===== config.mk =====
export PLATFORM = sky130hd
export DESIGN_NAME = fetch_decode_buffer
export DESIGN_NICKNAME = d
export VERILOG_FILES = /design/src/rtl/fetch_decode_buffer_pkg.sv /design/src/rtl/fetch_decode_buffer_fbuf_slot.sv /design/src/rtl/fetch_decode_buffer.sv
export SDC_FILE = /design/constraint.sdc
export NUM_CORES = 1
export LEC_CHECK = 0
export BUFFER_PORTS_ARGS = -buffer_cell sky130_fd_sc_hd__buf_2
export CAP_MARGIN = 25
export CELL_PAD_IN_SITES_DETAIL_PLACEMENT = 0
export CELL_PAD_IN_SITES_GLOBAL_PLACEMENT = 2
export CORE_MARGIN = 10
export CORE_UTILIZATION = 38
export CTS_CLUSTER_SIZE = 30
export DETAILED_ROUTE_END_ITERATION = 8
export PLACE_DENSITY = 0.89
export SLEW_MARGIN = 0
export SYNTH_ARGS = -nofsm -noshare
export SYNTH_HDL_FRONTEND = slang
export SYNTH_SLANG_ARGS = --single-unit

===== constraint.sdc =====
create_clock -name clk -period 1.8 [get_ports clk]
set_input_delay 0.09 -clock clk [delete_from_list [all_inputs] [get_ports clk]]
set_output_delay 0.09 -clock clk [all_outputs]
set_load 0.05 [all_outputs]

===== src/rtl/fetch_decode_buffer_pkg.sv =====
// Shared constants and helpers for the fetch/decode instruction buffer.
// Opcode fields assume a 16-bit instruction encoding in the low bits of each word.
package fetch_decode_buffer_pkg;

    localparam int DEF_WIDTH = 16;
    localparam int DEF_DEPTH = 2;

    localparam logic [15:0] NOP_INSTR  = 16'h0800;
    localparam logic [4:0]  OP_HALT    = 5'b00000;
    localparam int          OPCODE_MSB = 15;
    localparam int          OPCODE_LSB = 11;

    typedef struct packed {
        logic [15:0] instr;
        logic [15:0] pc;
        logic [15:0] next_pc;
    } fetch_word_t;

    function automatic logic is_halt(input logic [15:0] instr);
        return instr[OPCODE_MSB:OPCODE_LSB] == OP_HALT;
    endfunction

endpackage


===== src/rtl/fetch_decode_buffer_fbuf_slot.sv =====
// One buffer entry holding {instruction, PC, PC+2}; resets to a NOP at PC 0.
module fbuf_slot
    import fetch_decode_buffer_pkg::*;
#(
    parameter int WIDTH = DEF_WIDTH
) (
    input  logic             clk,
    input  logic             rst,
    input  logic             we,
    input  logic [WIDTH-1:0] instr,
    input  logic [WIDTH-1:0] pc,
    input  logic [WIDTH-1:0] next_pc,
    output logic [WIDTH-1:0] q_instr,
    output logic [WIDTH-1:0] q_pc,
    output logic [WIDTH-1:0] q_next_pc
);

    always_ff @(posedge clk or negedge rst) begin
        if (!rst) begin
            q_instr   <= WIDTH'(NOP_INSTR);
            q_pc      <= '0;
            q_next_pc <= '0;
        end else if (we) begin
            q_instr   <= instr;
            q_pc      <= pc;
            q_next_pc <= next_pc;
        end
    end

endmodule


===== src/rtl/fetch_decode_buffer.sv =====
// Two-entry FIFO between fetch and decode with redirect flush and HALT freeze.
// f_ready is computed from registered state and flush only, so no path from d_ready.
module fetch_decode_buffer
    import fetch_decode_buffer_pkg::*;
#(
    parameter int WIDTH = DEF_WIDTH,
    parameter int DEPTH = DEF_DEPTH
) (
    input  logic             clk,
    input  logic             rst,
    input  logic             f_valid,
    input  logic [WIDTH-1:0] f_instr,
    input  logic [WIDTH-1:0] f_pc,
    input  logic [WIDTH-1:0] f_next_pc,
    output logic             f_ready,
    output logic             d_valid,
    output logic [WIDTH-1:0] d_instr,
    output logic [WIDTH-1:0] d_pc,
    output logic [WIDTH-1:0] d_next_pc,
    input  logic             d_ready,
    input  logic             flush,
    output logic             halted
);

    localparam int PTR_W = $clog2(DEPTH);
    localparam int CNT_W = PTR_W + 1;

    logic [PTR_W-1:0] rd_ptr;
    logic [PTR_W-1:0] wr_ptr;
    logic [CNT_W-1:0] count;
    logic             push;
    logic             pop;

    logic [WIDTH-1:0] slot_instr   [DEPTH];
    logic [WIDTH-1:0] slot_pc      [DEPTH];
    logic [WIDTH-1:0] slot_next_pc [DEPTH];
    logic [WIDTH-1:0] hold_pc;
    logic [WIDTH-1:0] hold_next_pc;

    assign d_valid = (count != '0);
    assign f_ready = (count < CNT_W'(DEPTH)) & ~halted & ~flush;
    assign push    = f_valid & f_ready;
    assign pop     = d_valid & d_ready & ~flush;

    for (genvar i = 0; i < DEPTH; i++) begin : g_slot
        fbuf_slot #(.WIDTH(WIDTH)) u_slot (
            .clk       (clk),
            .rst       (rst),
            .we        (push && (wr_ptr == PTR_W'(i))),
            .instr     (f_instr),
            .pc        (f_pc),
            .next_pc   (f_next_pc),
            .q_instr   (slot_instr[i]),
            .q_pc      (slot_pc[i]),
            .q_next_pc (slot_next_pc[i])
        );
    end

    // PC fields keep showing the last head seen once the buffer runs dry.
    assign d_instr   = d_valid ? slot_instr[rd_ptr]   : WIDTH'(NOP_INSTR);
    assign d_pc      = d_valid ? slot_pc[rd_ptr]      : hold_pc;
    assign d_next_pc = d_valid ? slot_next_pc[rd_ptr] : hold_next_pc;

    always_ff @(posedge clk or negedge rst) begin
        if (!rst) begin
            rd_ptr <= '0;
            wr_ptr <= '0;
            count  <= '0;
        end else if (flush) begin
            rd_ptr <= '0;
            wr_ptr <= '0;
            count  <= '0;
        end else begin
            if (push) wr_ptr <= wr_ptr + 1'b1;
            if (pop)  rd_ptr <= rd_ptr + 1'b1;
            case ({push, pop})
                2'b10:   count <= count + 1'b1;
                2'b01:   count <= count - 1'b1;
                default: count <= count;
            endcase
        end
    end

    always_ff @(posedge clk or negedge rst) begin
        if (!rst) begin
            halted <= 1'b0;
        end else if (flush) begin
            halted <= 1'b0;
        end else if (push && is_halt(f_instr[15:0])) begin
            halted <= 1'b1;
        end
    end

    always_ff @(posedge clk or negedge rst) begin
        if (!rst) begin
            hold_pc      <= '0;
            hold_next_pc <= '0;
        end else if (d_valid) begin
            hold_pc      <= slot_pc[rd_ptr];
            hold_next_pc <= slot_next_pc[rd_ptr];
        end
    end

endmodule


=== Word-level counts from Yosys, hierarchy flattened ===
Cells that the tools add are included.
W data, S select, Z words.

* Bits in registers: 133
* Input port bits: 53
* Output and inout bits: 51
* Logic and storage cells: 58

* Add/sub/neg operators: 4
* Magnitude comparators: 2
* Eq/ne operators: 2
* Multiplexer cells: 20
* Bitwise gates (word level): 9
* Reductions and logical operators: 9

{| class="wikitable"
|+ Operator list
! operator !! count
|-
| $mux W16 || 12
|-
| $reduce_bool A2 Y1 || 4
|-
| $mux W1 || 6
|-
| $and A1 B1 Y1 || 5
|-
| $logic_not A5 Y1 || 1
|-
| $pmux W2 S2 || 1
|-
| $logic_and A1 B1 Y1 || 3
|-
| $not A1 Y1 || 3
|-
| $reduce_bool A3 Y1 || 1
|-
| $add A1 B1 Y1 const B || 2
|-
| $add A2 B1 Y2 const B || 1
|-
| $eq A2 B1 Y1 const B || 1
|-
| $eq A2 B2 Y1 const B || 1
|-
| $ge A2 B2 Y1 const B || 1
|-
| $lt A2 B2 Y1 const B || 1
|-
| $mux W2 || 1
|-
| $not A1 Y2 || 1
|-
| $sub A2 B1 Y2 const B || 1
|}

=== Logic depth before layout (Yosys ltp) ===
Gate-level depths: netlist of run 1.

* Depth after elaboration: 7
* Gate-level depth with buffers: 5
* Mapped depth without buffers: 3

=== Hierarchy ===
From an unflattened synthesis of run 1, not the netlist that was laid out.

* Cell total of the unflattened synthesis: 406
* Area, all modules: 5735.5 um^2

{| class="wikitable"
|+ By module, submodules not included
! module !! times used !! cells each !! area each (um^2) !! seq. area each (um^2)
|-
| fbuf_slot || 2 || 101 || 1861.8 || 1202.4
|-
| fetch_decode_buffer || 1 || 204 || 2011.9 || 925.9
|}

=== Worst setup path after synthesis of run 1 ===
OpenSTA, ideal clock, no wires.

* Path kind: register to register
* Start point: reg rd_ptr
* End point: reg hold_next_pc[0]
* Data arrival time: 1918 ps
* Path slack: -366 ps
* Cell stages (with the launch flop): 5
* Cell sequence: dfrtp_1 > clkbuf_1 > buf_2 > mux2i_1 > o21ai_0

* Longest elaborated chain between the ends: 5

{| class="wikitable"
|+ Ends and longest elaborated chain
! element !! RTL line !! text
|-
| from (decl) || fetch_decode_buffer.sv:28 || <nowiki>logic [PTR_W-1:0] rd_ptr;</nowiki>
|-
| from (signal assigned) || fetch_decode_buffer.sv:75 || <nowiki>if (pop) rd_ptr <= rd_ptr + 1'b1;</nowiki>
|-
| $not A1 Y2 || - ||
|-
| $mux W16 (4 in a row) || - ||
|-
| net d_next_pc[0] || fetch_decode_buffer.sv:19 || <nowiki>output logic [WIDTH-1:0] d_next_pc,</nowiki>
|-
| to (signal assigned) || fetch_decode_buffer.sv:100 || <nowiki>hold_next_pc <= slot_next_pc[rd_ptr];</nowiki>
|-
| to (decl) || fetch_decode_buffer.sv:38 || <nowiki>logic [WIDTH-1:0] hold_next_pc;</nowiki>
|}

The timed path passes the listed nets, and every way through them passes these cells. The select of a mux whose other input is x is not followed.
A chain may end at the register's enable or synchronous reset.

=== Worst setup path in the final report of run 1 ===
* Start point: reg count[1]
* End point: out d_pc[15]

* Longest elaborated chain between the ends: 2

{| class="wikitable"
|+ Ends and longest elaborated chain
! element !! RTL line !! text
|-
| from (decl) || fetch_decode_buffer.sv:30 || <nowiki>logic [CNT_W-1:0] count;</nowiki>
|-
| from (signal assigned) || fetch_decode_buffer.sv:77 || <nowiki>2'b10: count <= count + 1'b1;</nowiki>
|-
| from (signal assigned) || fetch_decode_buffer.sv:78 || <nowiki>2'b01: count <= count - 1'b1;</nowiki>
|-
| from (signal assigned) || fetch_decode_buffer.sv:79 || <nowiki>default: count <= count;</nowiki>
|-
| $reduce_bool A2 Y1 || fetch_decode_buffer.sv:40 || <nowiki>assign d_valid = (count != '0);</nowiki>
|-
| $mux W16 || - ||
|-
| to (decl) || fetch_decode_buffer.sv:18 || <nowiki>output logic [WIDTH-1:0] d_pc,</nowiki>
|}

No other way between the ends.

==> metrics.md, run 1 <==
| Metric | Value |
|---|---|
| Levels on crit path | `7` |
| Cell Rows | `44` |
| Post-route ant nets | `0` |
| Synth async-reset ratio | `100%` |
| CP dominant cell by count | `buf_12` |
| DR DRC count | `0` |
| R2r setup slk | `0.15 ns` |
| Starting Density | `38.6%` |
| H-tree depth | `4` |
| NetSw | `0.00400 W` |
| Hold path depth | `4` |
| Gpl congestion | `0.724` |
| Buffers & Inverters on Critical Path | `5` |
| Setup_tns | `-2.42 ns` |
| Seq pwr share | `35.6%` |
| Crit path cell chain | `buf_6 -> nor2_4 -> buf_12 -> buf_12 -> clkbuf_16 -> o21ai_4 -> buf_8` |
| Final wirelength | `14800 um` |
| Post-synth EDFFs | `0` |
| Port bufs | `103` |
| Final Skew | `0.00608 ns` |
| RSZ-0062 raised after global routing | `yes` |
| Total GRT Usage | `12.8%` |
| Seq/Total Area, Yosys | `59.6%` |
| Vias post-DR | `3934` |
| Number of global-route vias before repair | `4036` |
| Crit path DAT | `1.81 ns` |
| Core Util, Final | `60.1%` |
| Max-cap violation count | `0` |
| Path category of the worst min-delay check | `input port to register` |
| TritonCTS clock tree | `built` |
| CTS clock-pin slew for the worst setup and hold paths | `0.05 ns` |
| Netlist cell types | `25` |
| First-pass GRT wire length | `20700 um` |
| Synth top area cells | `dfrtp_1 (59%), mux2_2 (15%), mux2i_1 (8.6%), mux2_4 (5.4%), o21ai_0 (3.0%)` |
| Layout cells sized above 1 | `55.4%` |
| Startpoint Class | `register` |
| TritonRoute pass-1 iters | `4` |
| Clock power frac | `28.3%` |
| # IOs | `104` |
| Final net count | `656` |
| Status | `finished with violations` |
| Crit path kind | `register to output pin` |
| Slowest stage delay, CP | `0.39 ns` |
| Yosys top cell by area | `dfrtp_1` |
| Failing checks | `negative setup slack` |
| Mean post-synth cell area | `13.8 um2` |
| # clock sinks | `133` |
| Reg2Reg Depth | `4` |
| Initial DRC Count | `185` |
| Synth-to-Final Area Change | `55.5%` |
| Slew Limit Headroom | `60.4%` |
| Logic pwr share | `36.2%` |
| Num CTS Buffers | `17` |
| Post-DP HPWL | `8530 um` |
| Top_reg_cell synth | `dfrtp_1` |
| Core Area | `14500 um2` |
| GR Overflow Total | `0` |
| Hold Fails Final Rpt | `0` |
| Fillers | `1090` |
| Mapped Area | `5590 um2` |
| Setup slack after layout | `-0.101 ns` |
| Max IR drop VDD | `0.000770 V` |
| Wire length per cell | `18.6 um` |
| Area share of the largest cell type after synthesis | `58.6%` |
| Synth warn | `0` |
| Post-Syn Instances | `406` |
| Placed cell count | `686` |
| Pwr dens | `1400 nW/um2` |
| Diode count | `0` |
| Internal | `0.00818 W` |
| Total power | `0.0122 W` |
| Worst Path Required | `1.71 ns` |
| Pleak | `3.87 nW` |
| Crit path max-delay cell type | `dfrtp_1` |
| Root Driver | `clkbuf_16` |
| CP Max Fanout | `7` |
| Die area | `20000 um2` |
| Largest delay contributor family on the critical path | `buffers and inverters` |
| # setup viols final | `47` |
| Period minus WS final | `1.90 ns` |
| Final cell count without fillers | `796` |
| Largest net degree at the start of global routing | `63` |
| Initial antenna violation count | `0` |
| Slew Limit Fails | `0` |
| Syn nets | `459` |
| Clock latency on the worst-skew pair | `0.41 ns` |
| Sw Share | `32.9%` |
| Critical Path End Type | `output pin` |
| Clock buffer depth | `2` |
| Register bit total from synthesis | `133` |
| Via-to-Cell Ratio | `4.94` |
| Die width | `141 um` |
| FMAX | `526 MHz` |
| Final worst path period share | `106%` |
| Worst slew pin tran | `0.594 ns` |
| Die Height | `141 um` |
-- cell usage in the layout (no fill, tap or decap), types with 2 or more instances in the layout --
cell / n
dfrtp_1: 129
mux2_2: 76
buf_2: 53
dlygate4sd3_1: 52
mux2i_1: 44
buf_6: 44
clkbuf_16: 22
nand2_1: 21
mux2_4: 20
buf_4: 20
o21ai_4: 18
buf_12: 16
o21ai_2: 14
nand2_2: 11
nor2_1: 11
buf_8: 9
nor2_2: 6
nor2_4: 4
mux2i_2: 4
clkbuf_1: 3
clkbuf_8: 3
bufinv_16: 3
nand2_4: 2
a21oi_1: 2
o21ai_0: 2
clkinv_2: 2
dfstp_2: 2
clkbuf_4: 2
-- power by group through the flow --
stage	clock network, W	logic, W	registers (W)
after floorplan	0	0.00239	0.00421
after global placement	0	0.00304	0.00430
after detailed placement	0	0.00310	0.00435
after CTS	0.00350	0.00355	0.00430
after global routing	0.00362	0.00467	0.00443
final	0.00344	0.00441	0.00433
-- cell families after synthesis --
logic type                synth area share (%)
buffers and inverters                     2.68
xor gates and xnor gates                 0.313
and+or+nand+nor                           4.56
DFF                                       59.6
muxes                                     29.3
AOI/OAI and AO/OA                         3.62
-- state kept, by name (all words and copies together), names as in the netlist --
name                     cells
hold_pc                     16
g_slot.u_slot.q_next_pc     32
rd_ptr                       1
g_slot.u_slot.q_instr       32
wr_ptr                       1
hold_next_pc                16
halted                       1
count                        2
g_slot.u_slot.q_pc          32
-- cells in the mapped netlist, types with 2 or more instances --
cell,instances
nand2_1,34
mux2_2,76
nor2_1,21
mux2i_1,48
buf_2,9
dfrtp_1,131
mux2_4,20
nor3_1,2
inv_1,2
buf_6,5
dfstp_2,2
o21ai_0,34
a21oi_1,2
clkbuf_1,9
-- through the flow --
| step | hold slack [ns] | worst slack (ns) | cell area (um2) |
|---|---|---|---|
| 2_1_floorplan | -0.206 | 0.00157 | 5600 |
| 3_3_place_gp | 0.120 | 0.229 | 6480 |
| 3_5_place_dp | 0.122 | 0.179 | 6480 |
| 4_1_cts | 0.161 | -0.115 | 7800 |
| 5_1_grt | 0.196 | -0.158 | 8690 |
| 6_report | 0.184 | -0.101 | 8690 |
-- worst paths after layout --
path / endpoint / start
max: d_pc[15] / count[1]
min: wr_ptr / f_valid
max reg2reg: g_slot[1].u_slot.q_pc[5] / count[1]
min reg2reg: hold_pc[6] / hold_pc[6]
max in group asynchronous: g_slot[0].u_slot.q_instr[11] / rst
min in group asynchronous: g_slot[1].u_slot.q_pc[7] / rst
-- tightest hold or removal path, cell delays in order --
cell,delay [ns]
buf_2,0.12
nor3b_1,0.17
xnor2_1,0.13
nor2_1,0.04
-- final cells by class --
class	instances	area (um2)	share of cell area, %
Clock buffer	23	478	5.50
Multi-Input combinational cell	247	2480	28.5
Inverter	2	15.0	0.173
Clock inverter	5	100	1.15
Sequential cell	133	3340	38.4
Timing Repair Buffer	202	2050	23.6
Tap cell	184	230	2.65
-- metal layers --
layer | part of all wire [%] | vias to the layer above | track usage, %
li1 | - | 1826 | -
met1 | 46 | 2004 | 16.6
met2 | 48 | 100 | 19.5
met3 | 5.4 | 4 | 4.94
met4 | 0.45 | 0 | 3.59
met5 | 0 | - | 0
-- timing repair --
action                                  4_1_cts  5_1_grt
buffers inserted                              1       20
endpoints found under the setup margin       44       47
resized for setup                            71      140
gates cloned                                  0        9
hold buffers                                 52        0
hold endpoints to repair                    159        0
pin swaps                                     0       20
(Power assumes the default switching activity.)
==> run 2, diff against run 1 <==
SKIP_CTS_REPAIR_TIMING = 1   (was default)
==> run 2 against run 1 <==
The run still ends with negative setup slack left. First-iteration DRC count shrank 7.6%. Largest power group is now sequential cells. Worst hold slack lost 0.17 ns. Critical endpoint is now d_next_pc[1]. Largest cell class unchanged. Utilization shrank 0.83 points.
==> metrics.md, run 2 (same netlist as run 1, synthesis figures left out) <==
| Metric | Value |
|---|---|
| Die Height | `141 um` |
| Clock latency on the worst-skew pair | `0.41 ns` |
| Worst Path Required | `1.71 ns` |
| Final worst path period share | `106%` |
| Diode count | `0` |
| Fillers | `1122` |
| Area occupied by multi-input gates | `2460 um2` |
| Die width | `141 um` |
| # setup viols final | `27` |
| Wire length per cell | `18.1 um` |
| Starting Density | `38.6%` |
| Num CTS Buffers | `17` |
| Commonest non-fill, non-tap cell in the layout | `dfrtp_1` |
| Final wirelength | `14300 um` |
| Final Skew | `0.00618 ns` |
| RSZ-0062 raised after global routing | `yes` |
| # clock sinks | `133` |
| Synth-to-Final Area Change | `53.3%` |
| Port bufs | `103` |
| Via-to-Cell Ratio | `4.92` |
| Root Driver | `clkbuf_16` |
| DR DRC count | `0` |
| Gpl congestion | `0.724` |
| H-tree depth | `4` |
| Setup_tns | `-0.722 ns` |
| Cell Rows | `44` |
| TritonCTS clock tree | `built` |
| Most frequent cells in the layout | `dfrtp_1 (129), mux2_2 (76), buf_2 (54)` |
| Crit path kind | `register to output pin` |
| Vias post-DR | `3873` |
| # IOs | `104` |
| Initial antenna violation count | `0` |
| Final net count | `647` |
| Post-route ant nets | `0` |
| CTS clock-pin slew for the worst setup and hold paths | `0.05 ns` |
| Failing checks | `negative setup slack` |
| Slew Limit Fails | `0` |
| Post-DP HPWL | `8530 um` |
| Total power | `0.0120 W` |
| GR Overflow Total | `0` |
| Largest net degree at the start of global routing | `63` |
| Die area | `20000 um2` |
| Startpoint Class | `register` |
| Clock buffer depth | `2` |
| CP Max Fanout | `7` |
| Number of global-route vias before repair | `3780` |
| Reg2Reg Depth | `4` |
| Hold Fails Final Rpt | `0` |
| Max IR drop VDD | `0.000766 V` |
| Max-cap violation count | `0` |
| Pre-CTS WS | `0.179 ns` |
| Status | `finished with violations` |
| TritonRoute pass-1 iters | `5` |
| Critical Path End Type | `output pin` |
| Worst slew pin tran | `0.607 ns` |
| Pleak | `3.82 nW` |
| Slew Limit Headroom | `59.5%` |
| Reg area | `3340 um2` |
| Hold path depth | `3` |
| FMAX | `525 MHz` |
| Initial DRC Count | `171` |
| Crit path DAT | `1.82 ns` |
| First-pass GRT wire length | `19700 um` |
| Setup slack after layout | `-0.105 ns` |
| Pwr dens | `1400 nW/um2` |
| Path category of the worst min-delay check | `input port to register` |
| Layout cells sized above 1 | `55.4%` |
| Total GRT Usage | `12.3%` |
| Core Area | `14500 um2` |
| Period minus WS final | `1.91 ns` |
| Largest regs | `g_slot.u_slot.q_instr (32), g_slot.u_slot.q_next_pc (32), g_slot.u_slot.q_pc (32)` |
==> run 2: changes by cell type in the layout (fill, tap and decap cells not counted), sizes merged <==
cell | before | now
dlygate4sd3 | 52 | 51
clkbuf | 30 | 28
buf | 143 | 137
==> run 2: layout make-up <==
type                       instances  share of cell area (%)
multi-input combinational        247                    28.7
inverter                           2                  0.0876
clock buffer                      23                    5.57
tap                              184                    2.68
sequential                       133                    38.9
clock inverter                     5                    1.17
timing repair buffer             193                    22.8
==> run 2: where the power goes <==
| group | switching, W | internal (W) | total [W] |
|---|---|---|---|
| Clock | 0.00118 | 0.00225 | 0.00344 |
| Combinational | 0.00230 | 0.00191 | 0.00421 |
| Sequential | 0.000447 | 0.00390 | 0.00434 |
==> run 2: path summary, 6_finish.rpt <==
check                                 from                        endpoint  slack [ns]
max in group asynchronous              rst    g_slot[0].u_slot.q_instr[11]        0.85
setup / recovery                  count[1]                    d_next_pc[1]       -0.11
min in group asynchronous              rst                      hold_pc[0]        0.25
hold reg to reg            hold_next_pc[6]                 hold_next_pc[6]        0.48
hold / removal                     d_ready                        count[0]        0.02
setup reg to reg                  count[1]  g_slot[1].u_slot.q_next_pc[15]        0.14
==> run 2: metrics by stage <==
step                      cell area [um2]  instances  hold slack [ns]  utilization, %
after floorplan                      5600        406           -0.206               -
after global placement               6480        686            0.120            44.7
after detailed placement             6480        686            0.122            44.7
after CTS                            7060        714           -0.318            48.7
after global routing                 8570        787           0.0334            59.2
final                                8570        787           0.0156            59.2
==> run 2: per-layer routing <==
layer  up-vias  wire length (um)  global-route usage, %
li1       1804                 -                      -
met1      1956              6370                   16.1
met2       109              6920                   18.1
met3         4               892                   5.31
met4         0                67                   3.59
met5         -                 0                      0
==> run 2: worst max-delay path, stage by stage, from the launching register on <==
cell and delay (ns):
dfrtp_1 0.37, buf_6 0.13, nor2_4 0.05, buf_6 0.12
buf_12 0.13, clkbuf_16 0.16, buf_6 0.12, o21ai_4 0.13
buf_6 0.18
==> run 3, diff against run 2 <==
REMOVE_ABC_BUFFERS = 1   (was default)
SETUP_SLACK_MARGIN = 0.4   (was default)
==> run 3 against run 2 <==
Highest routed layer unchanged. Largest power group unchanged. Routed wire length up 2.3%. Clock skew down 0.0024 ns. Via count down 0.31%. Sequential power about the same. Worst hold slack better by 0.0042 ns. Critical path type is now register to register. Global-route usage up 0.13 points. The flow now finishes without violations. Largest cell class unchanged. First-iteration DRC count down 24%.
==> metrics.md, run 3 (same netlist as run 1, synthesis figures left out) <==
| Metric | Value |
|---|---|
| Total GRT Usage | `12.5%` |
| Max IR drop VDD | `0.000908 V` |
| Path category of the worst min-delay check | `input port to asynchronous set/reset pin` |
| Core Util, Final | `57.8%` |
| Die width | `141 um` |
| Slew Limit Fails | `0` |
| Fillers | `1121` |
| Critical Path End Type | `register` |
| Crit path cell chain | `buf_4 -> nor2b_4 -> and3b_2 -> buf_12 -> clkbuf_16 -> mux2_2` |
| Slew Limit Headroom | `72.6%` |
| TritonRoute pass-1 iters | `4` |
| Reg area | `3330 um2` |
| CP Max Fanout | `6` |
| Placed cell count | `680` |
| Root Driver | `clkbuf_16` |
| Crit path max-delay cell type | `dfrtp_2` |
| Layout cells sized above 1 | `51.7%` |
| Post-DP HPWL | `8000 um` |
| FMAX | `573 MHz` |
| Setup_tns | `0 ns` |
| Via-to-Cell Ratio | `4.92` |
| # setup viols final | `0` |
| CTS clock-pin slew for the worst setup and hold paths | `0.05 ns` |
| Pwr dens | `1430 nW/um2` |
| Worst Path Required | `2.10 ns` |
| RSZ-0062 raised after global routing | `yes` |
| Final net count | `641` |
| Crit path kind | `register to register` |
| Final worst path period share | `97.0%` |
| Slowest stage delay, CP | `0.42 ns` |
| Final wirelength | `14600 um` |
| Largest net degree at the start of global routing | `79` |
| Diode count | `0` |
| Most frequent cells in the layout | `dfrtp_1 (128), mux2_2 (76), buf_2 (55)` |
| Pleak | `3.78 nW` |
| Max-cap violation count | `0` |
| Num CTS Buffers | `17` |
| # clock sinks | `133` |
| Area occupied by multi-input gates | `2300 um2` |
| GR Overflow Total | `0` |
| First-pass GRT wire length | `19600 um` |
| Clock buffer depth | `2` |
| Final cell count without fillers | `785` |
| H-tree depth | `4` |
| Post-route ant nets | `0` |
| Clock latency on the worst-skew pair | `0.41 ns` |
| Largest regs | `g_slot.u_slot.q_instr (32), g_slot.u_slot.q_next_pc (32), g_slot.u_slot.q_pc (32)` |
| Wire length per cell | `18.6 um` |
| Hold Fails Final Rpt | `0` |
| Final Skew | `0.00383 ns` |
| Initial DRC Count | `130` |
| Worst slew pin tran | `0.411 ns` |
| Initial antenna violation count | `0` |
| Die Height | `141 um` |
| Commonest non-fill, non-tap cell in the layout | `dfrtp_1` |
| Startpoint Class | `register` |
| Crit path DAT | `2.05 ns` |
| DR DRC count | `0` |
| Port bufs | `103` |
| Status | `finished clean` |
| # IOs | `104` |
| Period minus WS final | `1.75 ns` |
| Cell Rows | `44` |
| Synth-to-Final Area Change | `49.8%` |
| Vias post-DR | `3861` |
| Gpl congestion | `0.722` |
| Core Area | `14500 um2` |
| Number of global-route vias before repair | `3824` |
| Starting Density | `38.6%` |
| Die area | `20000 um2` |
| TritonCTS clock tree | `built` |
## run 3: path summary, 6_finish.rpt
kind,cells past startpoint,from,end,slack [ns]
worst max-delay path,6,count[1],g_slot[0].u_slot.q_instr[15],0.05
worst min-delay path,2,rst,hold_pc[13],0.02
worst max register to register,6,count[1],g_slot[0].u_slot.q_instr[15],0.05
worst min register to register,2,hold_next_pc[1],hold_next_pc[1],0.48
max in group asynchronous,3,rst,g_slot[1].u_slot.q_instr[11],1.16
min in group clk,4,f_valid,wr_ptr,0.17
## run 3: area by class of cell
class,count,area share (%)
Sequential cell,133,39.8
Clock inverter,8,1.70
Inverter,2,0.0896
Timing Repair Buffer,187,22.1
Tap cell,184,2.75
Multi-Input combinational cell,247,27.4
Clock buffer,24,6.11
## run 3: power by group
group,switching (W),internal (W)
clock,0.00123,0.00253
sequential,0.000425,0.00389
combinational,0.00217,0.00176
total,0.00382,0.00818
## run 3: critical path, delay by kind of cell, from the launching register on
family        cells  cell delay (ns)
buf+inv           3             0.46
simple gates      2             0.42
flops             1             0.42
mux               1             0.33
## run 3: through the flow
stage	setup slack, ns	cell area, um2	total power, W	hold slack [ns]
floorplan	-2.64	5450	0.00655	-0.206
global placement	0.217	6420	0.00729	-0.104
detailed placement	0.164	6420	0.00740	-0.105
global route	-0.0319	8380	0.0126	0.0105
finish	0.0544	8380	0.0120	0.0198
CTS	-0.192	7080	0.0112	-0.549
## run 3: metal layers
metal  GRT usage, %  part of all wire, %
met1           14.7                   43
met2           19.8                   51
met3           5.11                  5.0
met4           4.95                  1.7
met5              0                    0
